$ cat src/rtl/ibex_register_file_mp_if.sv
`default_nettype none
// ============================================================================
// Module      : ibex_register_file_mp_if
// Description : Bundle of the register file's read/write/wipe/alarm signals.
//               master = the core side (drives addresses, data, enables and
//               wipe request), slave = the register file.
//   raddr_i     [5*NumReadPorts]         read addresses, port p at [5p+4:5p]
//   rdata_o     [DataWidth*NumReadPorts] combinational read data
//   waddr_i     [5*NumWritePorts]        write addresses
//   wdata_i     [DataWidth*NumWritePorts] write data
//   we_i        [NumWritePorts]          write enables
//   wipe_req_i  wipe request
//   wipe_busy_o wipe in progress
//   wipe_done_o one-cycle pulse at wipe completion
//   err_o       sticky write-enable glitch alarm
// Revision    : 1.0 - initial release
// ============================================================================
interface ibex_register_file_mp_if #(
  parameter int unsigned NumReadPorts  = 2,
  parameter int unsigned NumWritePorts = 1,
  parameter int unsigned DataWidth     = 32
);
  logic [5*NumReadPorts-1:0]          raddr_i;
  logic [DataWidth*NumReadPorts-1:0]  rdata_o;
  logic [5*NumWritePorts-1:0]         waddr_i;
  logic [DataWidth*NumWritePorts-1:0] wdata_i;
  logic [NumWritePorts-1:0]           we_i;
  logic                               wipe_req_i;
  logic                               wipe_busy_o;
  logic                               wipe_done_o;
  logic                               err_o;

  modport master (
    output raddr_i, waddr_i, wdata_i, we_i, wipe_req_i,
    input  rdata_o, wipe_busy_o, wipe_done_o, err_o
  );

  modport slave (
    input  raddr_i, waddr_i, wdata_i, we_i, wipe_req_i,
    output rdata_o, wipe_busy_o, wipe_done_o, err_o
  );
endinterface
`default_nettype wire

$ cat src/rtl/ibex_register_file_mp.sv
`default_nettype none
// ============================================================================
// Module      : ibex_register_file_mp
// Description : Parametrised multi-port flop register file. Register 0 is
//               hardwired to WordZeroVal. Combinational reads with optional
//               write-through, up to two write ports (higher index wins),
//               a sequential secure-wipe engine and a sticky write-enable
//               glitch alarm.
//   clk    rising-edge clock
//   rst_i  asynchronous active-high reset
//   bus    ibex_register_file_mp_if.slave (read/write ports, wipe handshake,
//          error alarm)
// Revision    : 1.0 - initial release
// ============================================================================
module ibex_register_file_mp #(
  parameter int unsigned          NumRegs       = 32,
  parameter int unsigned          DataWidth     = 32,
  parameter int unsigned          NumReadPorts  = 2,
  parameter int unsigned          NumWritePorts = 1,
  parameter bit                   WriteThrough  = 1'b0,
  parameter bit                   WrenCheck     = 1'b1,
  parameter logic [DataWidth-1:0] WordZeroVal   = '0
) (
  input  logic                   clk,
  input  logic                   rst_i,
  ibex_register_file_mp_if.slave bus
);

  localparam logic [4:0]         LastReg   = 5'(NumRegs - 1);
  localparam logic [NumRegs-1:0] RegZeroOh = NumRegs'(1);

  typedef enum logic [1:0] {
    IDLE = 2'd0,
    WIPE = 2'd1,
    DONE = 2'd2
  } wipe_state_e;

  wipe_state_e state_q, state_d;
  logic [4:0]  wipe_cnt_q, wipe_cnt_d;
  logic        wipe_done;
  logic        busy;

  // Decoded per-register enables; bit 0 is never a real target.
  logic [NumRegs-1:0]                     wipe_wen;
  logic [NumWritePorts-1:0][NumRegs-1:0]  port_wen;
  logic [NumRegs-1:0][DataWidth-1:0]      rf_all;

  // --------------------------------------------------------------------------
  // Wipe engine
  // --------------------------------------------------------------------------
  always_ff @(posedge clk or posedge rst_i) begin
    if (rst_i) begin
      state_q    <= IDLE;
      wipe_cnt_q <= 5'd1;
    end else begin
      state_q    <= state_d;
      wipe_cnt_q <= wipe_cnt_d;
    end
  end

  always_comb begin
    state_d    = state_q;
    wipe_cnt_d = wipe_cnt_q;
    wipe_done  = 1'b0;
    case (state_q)
      IDLE: begin
        if (bus.wipe_req_i) state_d = WIPE;
      end
      WIPE: begin
        if (wipe_cnt_q == LastReg) begin
          state_d = DONE;
        end else begin
          wipe_cnt_d = wipe_cnt_q + 5'd1;
        end
      end
      DONE: begin
        wipe_done  = 1'b1;
        wipe_cnt_d = 5'd1;
        state_d    = IDLE;
      end
      default: begin
        state_d    = IDLE;
        wipe_cnt_d = 5'd1;
      end
    endcase
  end

  assign busy            = (state_q != IDLE);
  assign bus.wipe_busy_o = busy;
  assign bus.wipe_done_o = wipe_done;

  always_comb begin
    wipe_wen = '0;
    for (int r = 1; r < int'(NumRegs); r++) begin
      wipe_wen[r] = (state_q == WIPE) && (wipe_cnt_q == 5'(r));
    end
  end

  // --------------------------------------------------------------------------
  // Write-port address decode. Writes are blocked while the wipe engine runs;
  // out-of-range and x0 addresses simply match no register.
  // --------------------------------------------------------------------------
  for (genvar k = 0; k < int'(NumWritePorts); k++) begin : g_wdec
    logic [4:0]         waddr;
    logic [NumRegs-1:0] wen;

    assign waddr = bus.waddr_i[5*k +: 5];

    always_comb begin
      wen = '0;
      for (int r = 1; r < int'(NumRegs); r++) begin
        wen[r] = bus.we_i[k] && !busy && (waddr == 5'(r));
      end
    end

    assign port_wen[k] = wen;
  end

  // --------------------------------------------------------------------------
  // Storage. Later ports override earlier ones; wipe overrides everything.
  // --------------------------------------------------------------------------
  assign rf_all[0] = WordZeroVal;

  for (genvar r = 1; r < int'(NumRegs); r++) begin : g_reg
    logic [DataWidth-1:0] reg_q, reg_d;

    always_comb begin
      reg_d = reg_q;
      for (int k = 0; k < int'(NumWritePorts); k++) begin
        if (port_wen[k][r]) reg_d = bus.wdata_i[DataWidth*k +: DataWidth];
      end
      if (wipe_wen[r]) reg_d = WordZeroVal;
    end

    always_ff @(posedge clk or posedge rst_i) begin
      if (rst_i) begin
        reg_q <= WordZeroVal;
      end else begin
        reg_q <= reg_d;
      end
    end

    assign rf_all[r] = reg_q;
  end

  // --------------------------------------------------------------------------
  // Read ports. Addresses at or above NumRegs fall through to WordZeroVal.
  // Write-through follows the same decoded enables as storage, so a blocked
  // write (busy, x0, out of range) is never forwarded.
  // --------------------------------------------------------------------------
  for (genvar p = 0; p < int'(NumReadPorts); p++) begin : g_rd
    logic [4:0]           raddr;
    logic [DataWidth-1:0] rdata;

    assign raddr = bus.raddr_i[5*p +: 5];

    always_comb begin
      rdata = WordZeroVal;
      for (int r = 0; r < int'(NumRegs); r++) begin
        if (raddr == 5'(r)) rdata = rf_all[r];
      end
      if (WriteThrough) begin
        for (int k = 0; k < int'(NumWritePorts); k++) begin
          for (int r = 1; r < int'(NumRegs); r++) begin
            if ((raddr == 5'(r)) && port_wen[k][r]) begin
              rdata = bus.wdata_i[DataWidth*k +: DataWidth];
            end
          end
        end
      end
    end

    assign bus.rdata_o[DataWidth*p +: DataWidth] = rdata;
  end

  // --------------------------------------------------------------------------
  // Write-enable glitch alarm: each port's decode must be zero/one-hot over
  // x1..xN-1 and must never collide with the wipe engine's enable.
  // --------------------------------------------------------------------------
  if (WrenCheck) begin : g_chk
    logic glitch;
    logic err_q;

    always_comb begin
      glitch = 1'b0;
      for (int k = 0; k < int'(NumWritePorts); k++) begin
        if (((port_wen[k] & ~RegZeroOh) & ((port_wen[k] & ~RegZeroOh) - RegZeroOh)) != '0) begin
          glitch = 1'b1;
        end
        if ((port_wen[k] & wipe_wen) != '0) glitch = 1'b1;
      end
    end

    always_ff @(posedge clk or posedge rst_i) begin
      if (rst_i) begin
        err_q <= 1'b0;
      end else if (glitch) begin
        err_q <= 1'b1;
      end
    end

    assign bus.err_o = err_q;
  end else begin : g_nochk
    assign bus.err_o = 1'b0;
  end

endmodule
`default_nettype wire

$ cat src/flat_wrapper.sv
// flat-port wrapper written by rule: the top's interface ports become plain ports
module ibex_register_file_mp_flat 
#(
  parameter int unsigned          NumRegs       = 32,
  parameter int unsigned          DataWidth     = 32,
  parameter int unsigned          NumReadPorts  = 2,
  parameter int unsigned          NumWritePorts = 1,
  parameter bit                   WriteThrough  = 1'b0,
  parameter bit                   WrenCheck     = 1'b1,
  parameter logic [DataWidth-1:0] WordZeroVal   = '0
)
  (clk, rst_i, bus_raddr_i, bus_waddr_i, bus_wdata_i, bus_we_i, bus_wipe_req_i, bus_rdata_o, bus_wipe_busy_o, bus_wipe_done_o, bus_err_o);
  ibex_register_file_mp_if #(.NumReadPorts(NumReadPorts), .NumWritePorts(NumWritePorts), .DataWidth(DataWidth)) bus_i ();
  input  logic clk;
  input  logic rst_i;
  input wire logic [$bits(bus_i.raddr_i)-1:0] bus_raddr_i;
  input wire logic [$bits(bus_i.waddr_i)-1:0] bus_waddr_i;
  input wire logic [$bits(bus_i.wdata_i)-1:0] bus_wdata_i;
  input wire logic [$bits(bus_i.we_i)-1:0] bus_we_i;
  input wire logic [$bits(bus_i.wipe_req_i)-1:0] bus_wipe_req_i;
  output wire logic [$bits(bus_i.rdata_o)-1:0] bus_rdata_o;
  output wire logic [$bits(bus_i.wipe_busy_o)-1:0] bus_wipe_busy_o;
  output wire logic [$bits(bus_i.wipe_done_o)-1:0] bus_wipe_done_o;
  output wire logic [$bits(bus_i.err_o)-1:0] bus_err_o;
  assign bus_i.raddr_i = bus_raddr_i;
  assign bus_i.waddr_i = bus_waddr_i;
  assign bus_i.wdata_i = bus_wdata_i;
  assign bus_i.we_i = bus_we_i;
  assign bus_i.wipe_req_i = bus_wipe_req_i;
  assign bus_rdata_o = bus_i.rdata_o;
  assign bus_wipe_busy_o = bus_i.wipe_busy_o;
  assign bus_wipe_done_o = bus_i.wipe_done_o;
  assign bus_err_o = bus_i.err_o;
  ibex_register_file_mp #(.NumRegs(NumRegs), .DataWidth(DataWidth), .NumReadPorts(NumReadPorts), .NumWritePorts(NumWritePorts), .WriteThrough(WriteThrough), .WrenCheck(WrenCheck), .WordZeroVal(WordZeroVal)) u_core (.clk(clk), .rst_i(rst_i), .bus(bus_i));
endmodule
$ cat config.mk
export PLATFORM = sky130hd
export DESIGN_NAME = ibex_register_file_mp_flat
export DESIGN_NICKNAME = d
export VERILOG_FILES = /design/src/rtl/ibex_register_file_mp_if.sv /design/src/rtl/ibex_register_file_mp.sv /design/src/flat_wrapper.sv
export SDC_FILE = /design/constraint.sdc
export NUM_CORES = 2
export LEC_CHECK = 0
export CAP_MARGIN = 20
export CELL_PAD_IN_SITES_DETAIL_PLACEMENT = 1
export CELL_PAD_IN_SITES_GLOBAL_PLACEMENT = 2
export CORE_MARGIN = 5
export CORE_UTILIZATION = 25
export CTS_BUF_LIST = sky130_fd_sc_hd__clkbuf_8 sky130_fd_sc_hd__clkbuf_16
export DETAILED_ROUTE_END_ITERATION = 10
export PLACE_DENSITY = 0.58
export SETUP_SLACK_MARGIN = 0.05
export SYNTH_ARGS = -nofsm -noshare
export SYNTH_HDL_FRONTEND = slang
export SYNTH_SLANG_ARGS = --single-unit
$ cat constraint.sdc
create_clock -name clk -period 34 [get_ports clk]
set_input_delay 3.4 -clock clk [delete_from_list [all_inputs] [get_ports clk]]
set_output_delay 3.4 -clock clk [all_outputs]
set_load 0.005 [all_outputs]
# == Yosys cells after proc, flatten, opt, wreduce, memory -nomap -nowiden ==
# Index checks and enable logic that the tools add are counted.
# word_totals
output_inout_bits,67
regBits,1000
word_cells,401
inputBits,51
# op_classes
bitwise,3
n_eq_ne,129
n_reduce_logical,101
n_mux,132
addsub,2
# ops
op,n
$mux 32,124
$eq 5x5->1 const B,64
$eq 5x4->1 const B,32
$eq 5x3->1 const B,16
$and 32x32->32,2
$reduce_bool 2->1,32
$reduce_bool 32->1,2
$logic_and 1x1->1,63
$eq 5x2->1 const B,8
$sub 32x1->32 const B,1
$eq 5x1->1 const B,4
$pmux 5 s2,1
$ne 2x2->1 const B,3
$add 5x1->5 const B,1
$mux 5,1
$mux 2,2
$pmux 2 s2,1
$reduce_and 2->1,2
$mux 1,3
$eq 2x1->1 const B,1
$eq 2x2->1 const B,1
$logic_not 2->1,1
$logic_not 1->1,1
$not 1->1,1

# == Longest topological paths before layout ==
# logic_depth
depth_word,32
ltp_mapped,12
depth_no_buf,7

# == Worst setup path before layout ==
# Ideal clock, no wire load.
# synth_timing
kind,in2out
from,in bus_raddr_i[5]
to,out bus_rdata_o[60]
t_required_ps,30600
path_slack_ps,25475
t_arrival_ps,5125
n_path_buf,1
cell_stages,7
cell_sequence,buf_2 or4b_4 o22ai_1 o21ai_1 and4_1 or4_1 a31oi_1
# synth_between
elab_chain_len,32
elab_cells_between_ends,62
classes_between,eq/ne: 31; mux: 31
# synth_rtl
item,line_no,text
"start, declared",flat_wrapper.sv:16,input wire logic [$bits(bus_i.raddr_i)-1:0] bus_raddr_i;
$eq 5x1->1,ibex_register_file_mp.sv:160,if (raddr == 5'(r)) rdata = rf_all[r];
$mux 32 (30 in series),ibex_register_file_mp.sv:160,
$mux 32 (*),ibex_register_file_mp.sv:160,
"end, declared",flat_wrapper.sv:21,output wire logic [$bits(bus_i.rdata_o)-1:0] bus_rdata_o;
# Mark *: on every way between the ends. The rest lies on a longest branch, timed or not.

# == Final worst setup path ==
# layout_timing
from,in bus_raddr_i[2]
to,out bus_rdata_o[9]
# Same word-level chain as after synthesis.

==> flow_summary.toml <==
[worst_setup_path]
slowest_stage = "a2111oi_0"
end_kind = "primary output"
rrSetupSlack_ps = 30800
cp_max_fo = 44
worstPathCellList = "buf_4, buf_4, buf_4, nor3b_4, nand2_2, o22ai_1, a2111oi_0, or4_1, a21oi_1, o21ai_1, clkdlybuf4s50_1"
timing.critical_path.mode_cell = "buf_4"
slowest_delay_ps = 880
crit_type = "primary input to primary output"
r2r_start = "u_core.state_q[1]"
worstSetupStartpointType = "primary input"
required_ps = 30600
rr_worst_depth = 8
timing.rr.end = "u_core.g_reg[23].reg_q[7]"
cp.arrival_ps = 9070

[clocking]
clock-sinks = 1000
cts_root_buffer = "clkbuf_16"
hold_buffers = 0
cts_tree = "done"
clk_pin_slew_worst_paths_ps = 60
clkLatencyLatePin_ps = 820
cts_resized = 0
clockBufferDepth = 3
cts_buffers = 130
ctsHtreeMaxLevel = 4
cts_setup_buffers = 0

[timing]
slew_headroom_pct = 8.07
max_freq_mhz = 80.2
clock_skew_ps = 32.4
worst_pin_slew_ps = 1360
fin_setup_tns_ps = 0
hold_viol = 0
finalCritPeriodShare_pct = 36.7
timing.final.crit_period_ps = 12470
hold-worst-slack_ps = 382
maxSlewViolCount = 0
rsz0062_at_grt = "false"
setup_viol = 0

[routing]
viasPerCell = 6.80
drc = 0
postRouteWirelength_um = 381000
via_count = 56400
wire_per_inst_um = 45.9
ant_nets = 0
first_iter_violations = 8235
firstDrtPassIters = 6

[hold_path]
hp-class = "register to register"
hold_depth = 0
hold_end = "u_core.bus.err_o"
hp-start = "u_core.bus.err_o"

[outcome]
status = "finished, final reports clean"

[floorplanning]
dieArea_mm2 = 0.225
num_io_pins = 118
initial_core_util_pct = 25.1
die_w_um = 474
placeableCoreArea_mm2 = 0.215
die_h_um = 474
rows = 170

[cells_and_area]
final_cell_mix = "999 x dfrtp_1, 991 x a22o_1, 380 x a21oi_1"
fillers = 23800
syn_to_final_growth_pct = 17.2
final_common_cell = "dfrtp_1"
fin_util_pct = 29.5
final_cells = 8303
nets = 5417
drive_gt1_share_pct = 13.6

[yosys]
syn_area_mm2 = 0.0539
synth_ff_type = "dfrtp_1"
syn_nets = 5502
yosysWarnings = 0
netlist_instances = 5445
syn_avg_cell_area_um2 = 9.90
ys_seq_area_share_pct = 46.4
async_reset_ff_share_pct = 100
synth-seq-cells = 1000
synth-edff-count = 0
ys_types = 91

[grt]
antenna_found_initial = 34
grtUsageTotal_pct = 32.8
globalRouteOverflowTotal = 0
first_global_vias = 55100
grt_max_degree = 162
grt_pass1_wl_um = 511000

[placed_design]
dpl.hpwl_um = 256000
dp_cells = 8063
portBuffers = 117
place_congestion = 0.990

[power_and_ir_drop]
p_leak_nw = 27.0
irDropWorstVdd_mv = 0.0577
powerDensity_mw_per_mm2 = 68.9

[flow_run]
drv_cap = 0
-- state kept, by name, summed over array words and instances (netlist names) --
register	count
u_core.state_q	2
u_core.wipe_cnt_q	5
u_core.bus.err_o	1
u_core.g.reg_q	992
-- layer usage --
layer / GRT usage (%) / share of wire, % / vias up / wire, um
li1: - / - / 21100 / -
met1: 42.8 / 40 / 30100 / 152000
met2: 47.7 / 42 / 4187 / 159000
met3: 8.16 / 10 / 1078 / 38200
met4: 22.0 / 8.1 / 32 / 31000
met5: 0 / 0.060 / - / 228
-- metrics by stage --
| stage | area [um^2] | total power [W] | setup WS [ps] |
|---|---|---|---|
| detailed placement | 58700 | 0.00285 | 21780 |
| floorplan | 53900 | 0.00230 | 2470 |
| global placement | 58600 | 0.00283 | 21870 |
| global route | 63200 | 0.00446 | 21800 |
| CTS | 63100 | 0.00432 | 21750 |
| finish | 63200 | 0.00436 | 21530 |
-- critical path, delay by kind of cell --
kind,cells,cell delay (ps)
simple gates,3,1350
buf+inv,4,2150
compound gates,4,2000
-- how the worst max path moves through the flow --
stage,from,to,slack (ps),cells after the start
floorplan,rst_i,u_core.bus.err_o,2470,1
global placement,bus_raddr_i[2],bus_rdata_o[9],21870,11
detailed placement,bus_raddr_i[2],bus_rdata_o[9],21780,11
CTS,bus_raddr_i[2],bus_rdata_o[9],21750,11
global route,bus_raddr_i[2],bus_rdata_o[9],21800,11
finish,bus_raddr_i[2],bus_rdata_o[9],21530,11
-- final cells by class --
| type | count | area (um^2) | area share (%) |
|---|---|---|---|
| clock inverters | 55 | 523 | 0.827 |
| inverters | 26 | 105 | 0.166 |
| well taps | 2838 | 3550 | 5.62 |
| repair buffers | 388 | 3160 | 5.01 |
| clock buffers | 170 | 3870 | 6.12 |
| multi-input cells | 3814 | 26900 | 42.6 |
| flip-flops and latches | 1000 | 25000 | 39.6 |
| diodes | 12 | 30.0 | 0.0475 |
-- cell families after synthesis --
kind of cell,share of synthesized area [%]
simple gates,8.84
buf+inv,5.07
xor+xnor,0.0487
mux,4.27
fa+ha+maj,0.139
compound gates,35.2
flops,46.4
-- Yosys cell counts (all sizes together) (72+ instances only) --
master  instances  area [um^2]
mux2i         138         1380
a22oi         122          916
o221ai         72          631
buf           207         1140
nand2         330         1240
nor2          295         1130
o22ai         206         1290
o21ai         369         1850
clkbuf        398         1500
nor3           76          380
a21oi         404         2020
dfrtp         999        25000
a22o          991         8680
-- power by group --
part	leakage [nW]	internal [W]	switching, W	total [W]
Combinational	11.1	0.000401	0.000605	0.00101
Sequential	13.7	0.00150	0.000379	0.00188
Clock	2.25	0.000864	0.000602	0.00147
Total	27.0	0.00277	0.00159	0.00436
Note: power is estimated with default switching activity, not from simulation.
